### config.mk
export PLATFORM = sky130hd
export DESIGN_NAME = systolic_feeder
export DESIGN_NICKNAME = d
export VERILOG_FILES = /design/src/rtl/systolic_feeder.sv
export SDC_FILE = /design/constraint.sdc
export NUM_CORES = 1
export LEC_CHECK = 0
export CORE_UTILIZATION = 43
export DETAILED_ROUTE_END_ITERATION = 10
export PLACE_DENSITY = 0.69
export RECOVER_POWER = 100
export SLEW_MARGIN = 20
export SYNTH_ARGS = -nofsm -noshare
export SYNTH_HDL_FRONTEND = slang
export SYNTH_SLANG_ARGS = --single-unit
### constraint.sdc
create_clock -name clk -period 2.4 [get_ports clk]
set_input_delay 0.48 -clock clk [delete_from_list [all_inputs] [get_ports clk]]
set_output_delay 0.48 -clock clk [all_outputs]
set_load 0.005 [all_outputs]
### src/rtl/systolic_feeder.sv
// systolic_feeder: loads a weight tile into a weight-stationary systolic array, then streams skewed activations.
// Optional feature macro SYSTOLIC_FEEDER_REUSE_EN adds i_reuse_w to skip weight loading and reuse the latched tile.
module systolic_feeder #(
    parameter int ROWS          = 4,
    parameter int COLS          = 4,
    parameter int IN_DATA_WIDTH = 8,
    parameter int CNT_WIDTH     = 16
) (
    input  logic                          clk,
    input  logic                          rstn,
    input  logic                          i_start,
    input  logic [CNT_WIDTH-1:0]          i_num_vec,
`ifdef SYSTOLIC_FEEDER_REUSE_EN
    input  logic                          i_reuse_w,
`endif
    input  logic                          i_w_valid,
    output logic                          o_w_ready,
    input  logic [COLS*IN_DATA_WIDTH-1:0] i_w_data,
    input  logic                          i_a_valid,
    output logic                          o_a_ready,
    input  logic [ROWS*IN_DATA_WIDTH-1:0] i_a_data,
    output logic                          o_weight_en,
    output logic [COLS*IN_DATA_WIDTH-1:0] o_north_weight,
    output logic [ROWS*IN_DATA_WIDTH-1:0] o_west_act,
    output logic [COLS-1:0]               o_psum_valid,
    output logic                          o_busy,
    output logic                          o_done
);
    localparam int IW = IN_DATA_WIDTH;
    localparam int RW = ROWS > 1 ? $clog2(ROWS) : 1;
    localparam int CW = $clog2(ROWS + COLS);
    localparam logic [CW-1:0] W_LAST = CW'(ROWS - 1);
    localparam logic [CW-1:0] D_LAST = CW'(ROWS + COLS - 1);

    typedef enum logic [2:0] {IDLE, LOAD_W, PUSH_W, STREAM, DRAIN} state_t;

    state_t                r_state, w_state_nxt;
    logic [CW-1:0]         r_cnt;
    logic [CNT_WIDTH-1:0]  r_left;
    logic [COLS*IW-1:0]    r_buf [ROWS];
    logic [COLS*IW-1:0]    r_north;
    logic [ROWS-1:0]       r_acc_sr;
    logic [COLS-1:0]       r_psum;
    logic                  r_w_ready, r_a_ready, r_weight_en, r_busy, r_done;
    logic                  w_w_acc, w_a_acc, w_reuse, w_inc;
    logic [RW-1:0]         w_idx;
    logic [COLS*IW-1:0]    w_north_nxt;

    assign w_w_acc = i_w_valid & r_w_ready;
    assign w_a_acc = i_a_valid & r_a_ready;
`ifdef SYSTOLIC_FEEDER_REUSE_EN
    assign w_reuse = i_reuse_w;
`else
    assign w_reuse = 1'b0;
`endif

    always_ff @(posedge clk or negedge rstn)
        if (!rstn) r_state <= IDLE;
        else       r_state <= w_state_nxt;

    always_comb begin
        w_state_nxt = r_state;
        case (r_state)
            IDLE:    if (i_start) w_state_nxt = !w_reuse ? LOAD_W : (i_num_vec == '0 ? DRAIN : STREAM);
            LOAD_W:  if (w_w_acc && r_cnt == W_LAST) w_state_nxt = PUSH_W;
            PUSH_W:  if (r_cnt == W_LAST) w_state_nxt = r_left == '0 ? IDLE : STREAM;
            STREAM:  if (w_a_acc && r_left == CNT_WIDTH'(1)) w_state_nxt = DRAIN;
            DRAIN:   if (r_cnt == D_LAST) w_state_nxt = IDLE;
            default: w_state_nxt = IDLE;
        endcase
    end

    // Outputs are computed one cycle early and registered, so the push burst has no gaps.
    always_comb begin
        w_inc       = r_state == LOAD_W ? w_w_acc : (r_state == PUSH_W || r_state == DRAIN);
        w_idx       = r_state == PUSH_W ? RW'(r_cnt + CW'(1)) : '0;
        w_north_nxt = w_state_nxt != PUSH_W ? '0 : (r_state == LOAD_W && ROWS == 1) ? i_w_data : r_buf[w_idx];
    end

    always_ff @(posedge clk or negedge rstn)
        if (!rstn) begin
            r_cnt       <= '0;
            r_left      <= '0;
            r_w_ready   <= 1'b0;
            r_a_ready   <= 1'b0;
            r_weight_en <= 1'b0;
            r_busy      <= 1'b0;
            r_done      <= 1'b0;
            r_north     <= '0;
            r_acc_sr    <= '0;
            r_psum      <= '0;
            for (int k = 0; k < ROWS; k++) r_buf[k] <= '0;
        end else begin
            r_cnt       <= w_state_nxt != r_state ? '0 : r_cnt + CW'(w_inc);
            r_left      <= (r_state == IDLE && i_start) ? i_num_vec : r_left - CNT_WIDTH'(w_a_acc);
            if (w_w_acc) r_buf[RW'(r_cnt)] <= i_w_data;
            r_w_ready   <= w_state_nxt == LOAD_W;
            r_a_ready   <= w_state_nxt == STREAM;
            r_weight_en <= w_state_nxt == PUSH_W;
            r_busy      <= w_state_nxt != IDLE;
            r_done      <= r_state != IDLE && w_state_nxt == IDLE;
            r_north     <= w_north_nxt;
            r_acc_sr    <= ROWS'({r_acc_sr, w_a_acc});
            r_psum      <= COLS'({r_psum, r_acc_sr[ROWS-1]});
        end

    // Lane r passes through r+1 registers, giving the diagonal skew.
    for (genvar r = 0; r < ROWS; r++) begin : g_lane
        logic [IW-1:0] r_chain [r+1];
        always_ff @(posedge clk or negedge rstn)
            if (!rstn) begin
                for (int k = 0; k <= r; k++) r_chain[k] <= '0;
            end else begin
                r_chain[0] <= w_a_acc ? i_a_data[r*IW +: IW] : '0;
                for (int k = 1; k <= r; k++) r_chain[k] <= r_chain[k-1];
            end
        assign o_west_act[r*IW +: IW] = r_chain[r];
    end

    assign o_w_ready      = r_w_ready;
    assign o_a_ready      = r_a_ready;
    assign o_weight_en    = r_weight_en;
    assign o_north_weight = r_north;
    assign o_psum_valid   = r_psum;
    assign o_busy         = r_busy;
    assign o_done         = r_done;
endmodule

==> flow_summary.yaml <==
die:
  start_util: 0.4386
  dieArea_sq_mm: 0.02633
  rows: 58
  core_region_area_sq_mm: 0.02518
  die_h_um: 162.3
  die_w_um: 162.3
  ios: 158
timing:
  slew_violations: 57
  rsz0062_at_grt: "false"
  max_slew.worst_pin.slew_ns: 1.577
  finalCritPeriodShare: 0.9319
  fmaxAchievable_ghz: 0.4471
  fin_crit_ns: 2.237
  slew_headroom: -0.05127
  setup_tns_ns: 0
  finClkSkew_ns: 0.008321
  setup_violations: 0
  setup_ws_ns: 0.1634
  hold_viol_final: 0
pwr:
  powerDensity_mw_per_mm2: 1058
  p_total_mw: 14.64
  ir_drop_mv: 0.5422
  p_leak_nw: 6.379
outcome:
  violations: "capacitance limit, slew limit"
  status: "finished with violations"
global_routing:
  grt_pass1_wl_mm: 37.01
  grt_overflow: 0
  antenna_found_initial: 0
  grt_use_total: 0.1757
  grt_pass1_vias: 6942
  grt_max_degree: 68
cells_and_area:
  drive_gt1_frac: 0.2407
  final_common_cell: "dfrtp_1"
  mostFrequentLayoutCells: "275 x dfrtp_1, 160 x mux2_2, 82 x clkdlybuf4s50_1"
  fin_nets: 1044
  nFillCells: 2051
  diodes: 0
  multi_input_area_sq_mm: 0.003685
  syn2layout_area_growth_pct: 25.35
  final_area_sq_mm: 0.01384
  regArea_sq_mm: 0.006882
yosys:
  ys_warn_count: 0
  synthMuxAreaShare: 0.1631
  syn_area_per_cell_sq_um: 13.58
  async_flop_share: 1.000
  synth_top_family_by_area: "multiplexers"
  ys_types: 43
  syn_inst: 813
  synthXorXnorAreaFrac: 0.01190
  yosys_register_bits: 275
  synth_area_sq_mm: 0.01104
  syn_nets: 906
  synthAdderAreaFrac: 0.009063
  synth-edff-count: 0
  synth-compound-area-share: 0.07851
  synth_seq_area_share: 0.6231
  synth_simple_gate_area_share: 0.07296
  synth-main-ff-cell: "dfrtp_1"
min_path:
  hold_class: "reg2reg"
critical_path:
  critPathRequiredTime_ns: 1.92
  worstPathArrival_ns: 1.76
  cp_cell_sequence: "clkbuf_4 -> clkdlybuf4s50_1"
  critPathMaxStageDelay_ns: 0.57
  cpLargestDelayFamily: "buffers and inverters"
  end_kind: "output pin"
  crit_type: "reg2out"
  start_kind: "flop"
  crit_buf_inv: 2
  r2r_slack_ns: 0.28
  crit_fanout: 33
  crit_slowest_cell: "clkdlybuf4s50_1"
clock_network:
  cts_buffer_depth: 3
  cts_tree: "built"
  hold_buffers: 1
  post_cts_buffers: 0
  cts_sinks: 275
  clk_pin_slew_worst_paths_ns: 0.06
  clock_latency_ns: 0.53
  htree_levels: 1
  ctsResizeCount: 0
  cts_buffers: 29
  cts_root_buffer: "clkbuf_16"
placement:
  pre_cts_slack_ns: 0.04787
  io_buffers: 157
  gp_congestion: 0.7927
  dp_hpwl_mm: 13.71
  place_area_sq_mm: 0.01297
drt:
  vias_per_cell: 5.188
  drt_iter0_markers: 318
  dr_total_vias: 6755
  dr.pass1.iters: 4
  wl_mm: 22.32
  post_drt_wl_per_cell_um: 17.15
  drc: 0
  ant_nets: 0
run:
  drv_cap: 1
[worst reg2reg max path: stages, from the launching register on]
cell,delay [ns]
dfrtp_1,0.43
ha_1,0.26
nor2b_1,0.31
nand2_1,0.16
a21o_1,0.19
clkbuf_4,0.34
a211oi_1,0.33
[area by class of cell]
cell class,count,area share
timing repair buffer,185,0.1317
multi-input combinational,452,0.2662
clock buffer,41,0.05929
inverter,8,0.002169
clock inverter,11,0.01383
sequential,275,0.4971
tap,330,0.02982
[stage by stage]
stage / std cells / hold WS, ns / utilization
floorplan: 813 / 0.1844 / -
global placement: 1249 / 0.3315 / 0.5151
detailed placement: 1249 / 0.3347 / 0.5151
CTS: 1302 / 0.3412 / 0.5557
global route: 1302 / 0.3465 / 0.5498
finish: 1302 / 0.3418 / 0.5498
[Yosys cell counts (2+ instances only)]
cell type | number | area [sq um]
buf_2 | 29 | 145.1
nor2b_1 | 3 | 18.77
nor2_1 | 9 | 33.78
nor3b_1 | 2 | 15.01
nand3b_1 | 33 | 247.7
mux2_2 | 160 | 1802
o21ai_0 | 41 | 205.2
and2_1 | 6 | 37.54
nor4_1 | 2 | 12.51
nor3_1 | 3 | 15.01
clkbuf_1 | 23 | 86.33
and4b_1 | 2 | 20.02
buf_4 | 26 | 195.2
a21boi_0 | 3 | 22.52
o21ai_1 | 12 | 60.06
o211ai_1 | 2 | 15.01
inv_1 | 7 | 26.28
dfrtp_1 | 275 | 6882
o22ai_1 | 34 | 212.7
a21o_1 | 2 | 15.01
xnor2_1 | 9 | 78.83
ha_1 | 8 | 100.1
a211oi_1 | 35 | 262.8
and3_1 | 33 | 206.5
nand2_1 | 31 | 116.4
xor2_1 | 6 | 52.55
[routing by layer]
layer | vias up | wire length [um] | GRT usage
li1 | 3164 | - | -
met1 | 3433 | 10090 | 0.2416
met2 | 128 | 10960 | 0.2937
met3 | 30 | 926 | 0.02554
met4 | 0 | 338 | 0.04117
met5 | - | 0 | 0
[registers in the layout, summed over array words and instances (netlist names), 3 cells and up]
register,count
r_cnt,3
o_north_weight,32
r_acc_sr,4
r_state,3
r_buf,128
r_left,16
o_west_act,24
g_lane.r_chain,56
o_psum_valid,4
[cells by family (layout without fill, tap and decap cells)]
logic type	count (synthesis)	count (layout)
flip-flops	275	275
buffers and inverters	86	245
AO/OA/AOI/OAI	137	137
AND/OR/NAND/NOR	132	132
multiplexers	160	160
XOR/XNOR	15	15
adder cells (fa/ha/maj)	8	8
[report_power, final]
group          internal (mW)  switching (mW)
Combinational           1.96            1.50
Clock                   2.91            1.76
Sequential              5.84           0.679
[path summary, 6_finish.rpt]
path,startpoint,depth (start not counted),endpoint
worst min register to register,g_lane[1].r_chain[10],0,o_west_act[10]
worst max register to register,r_cnt[0],6,o_north_weight[30]
worst min-delay path,g_lane[1].r_chain[10],0,o_west_act[10]
max in group asynchronous,rstn,3,r_left[4]
min in group asynchronous,rstn,2,g_lane[0].r_chain[3]
worst max-delay path,o_a_ready,2,o_a_ready
No activity file was read; power rests on OpenSTA's default activity.
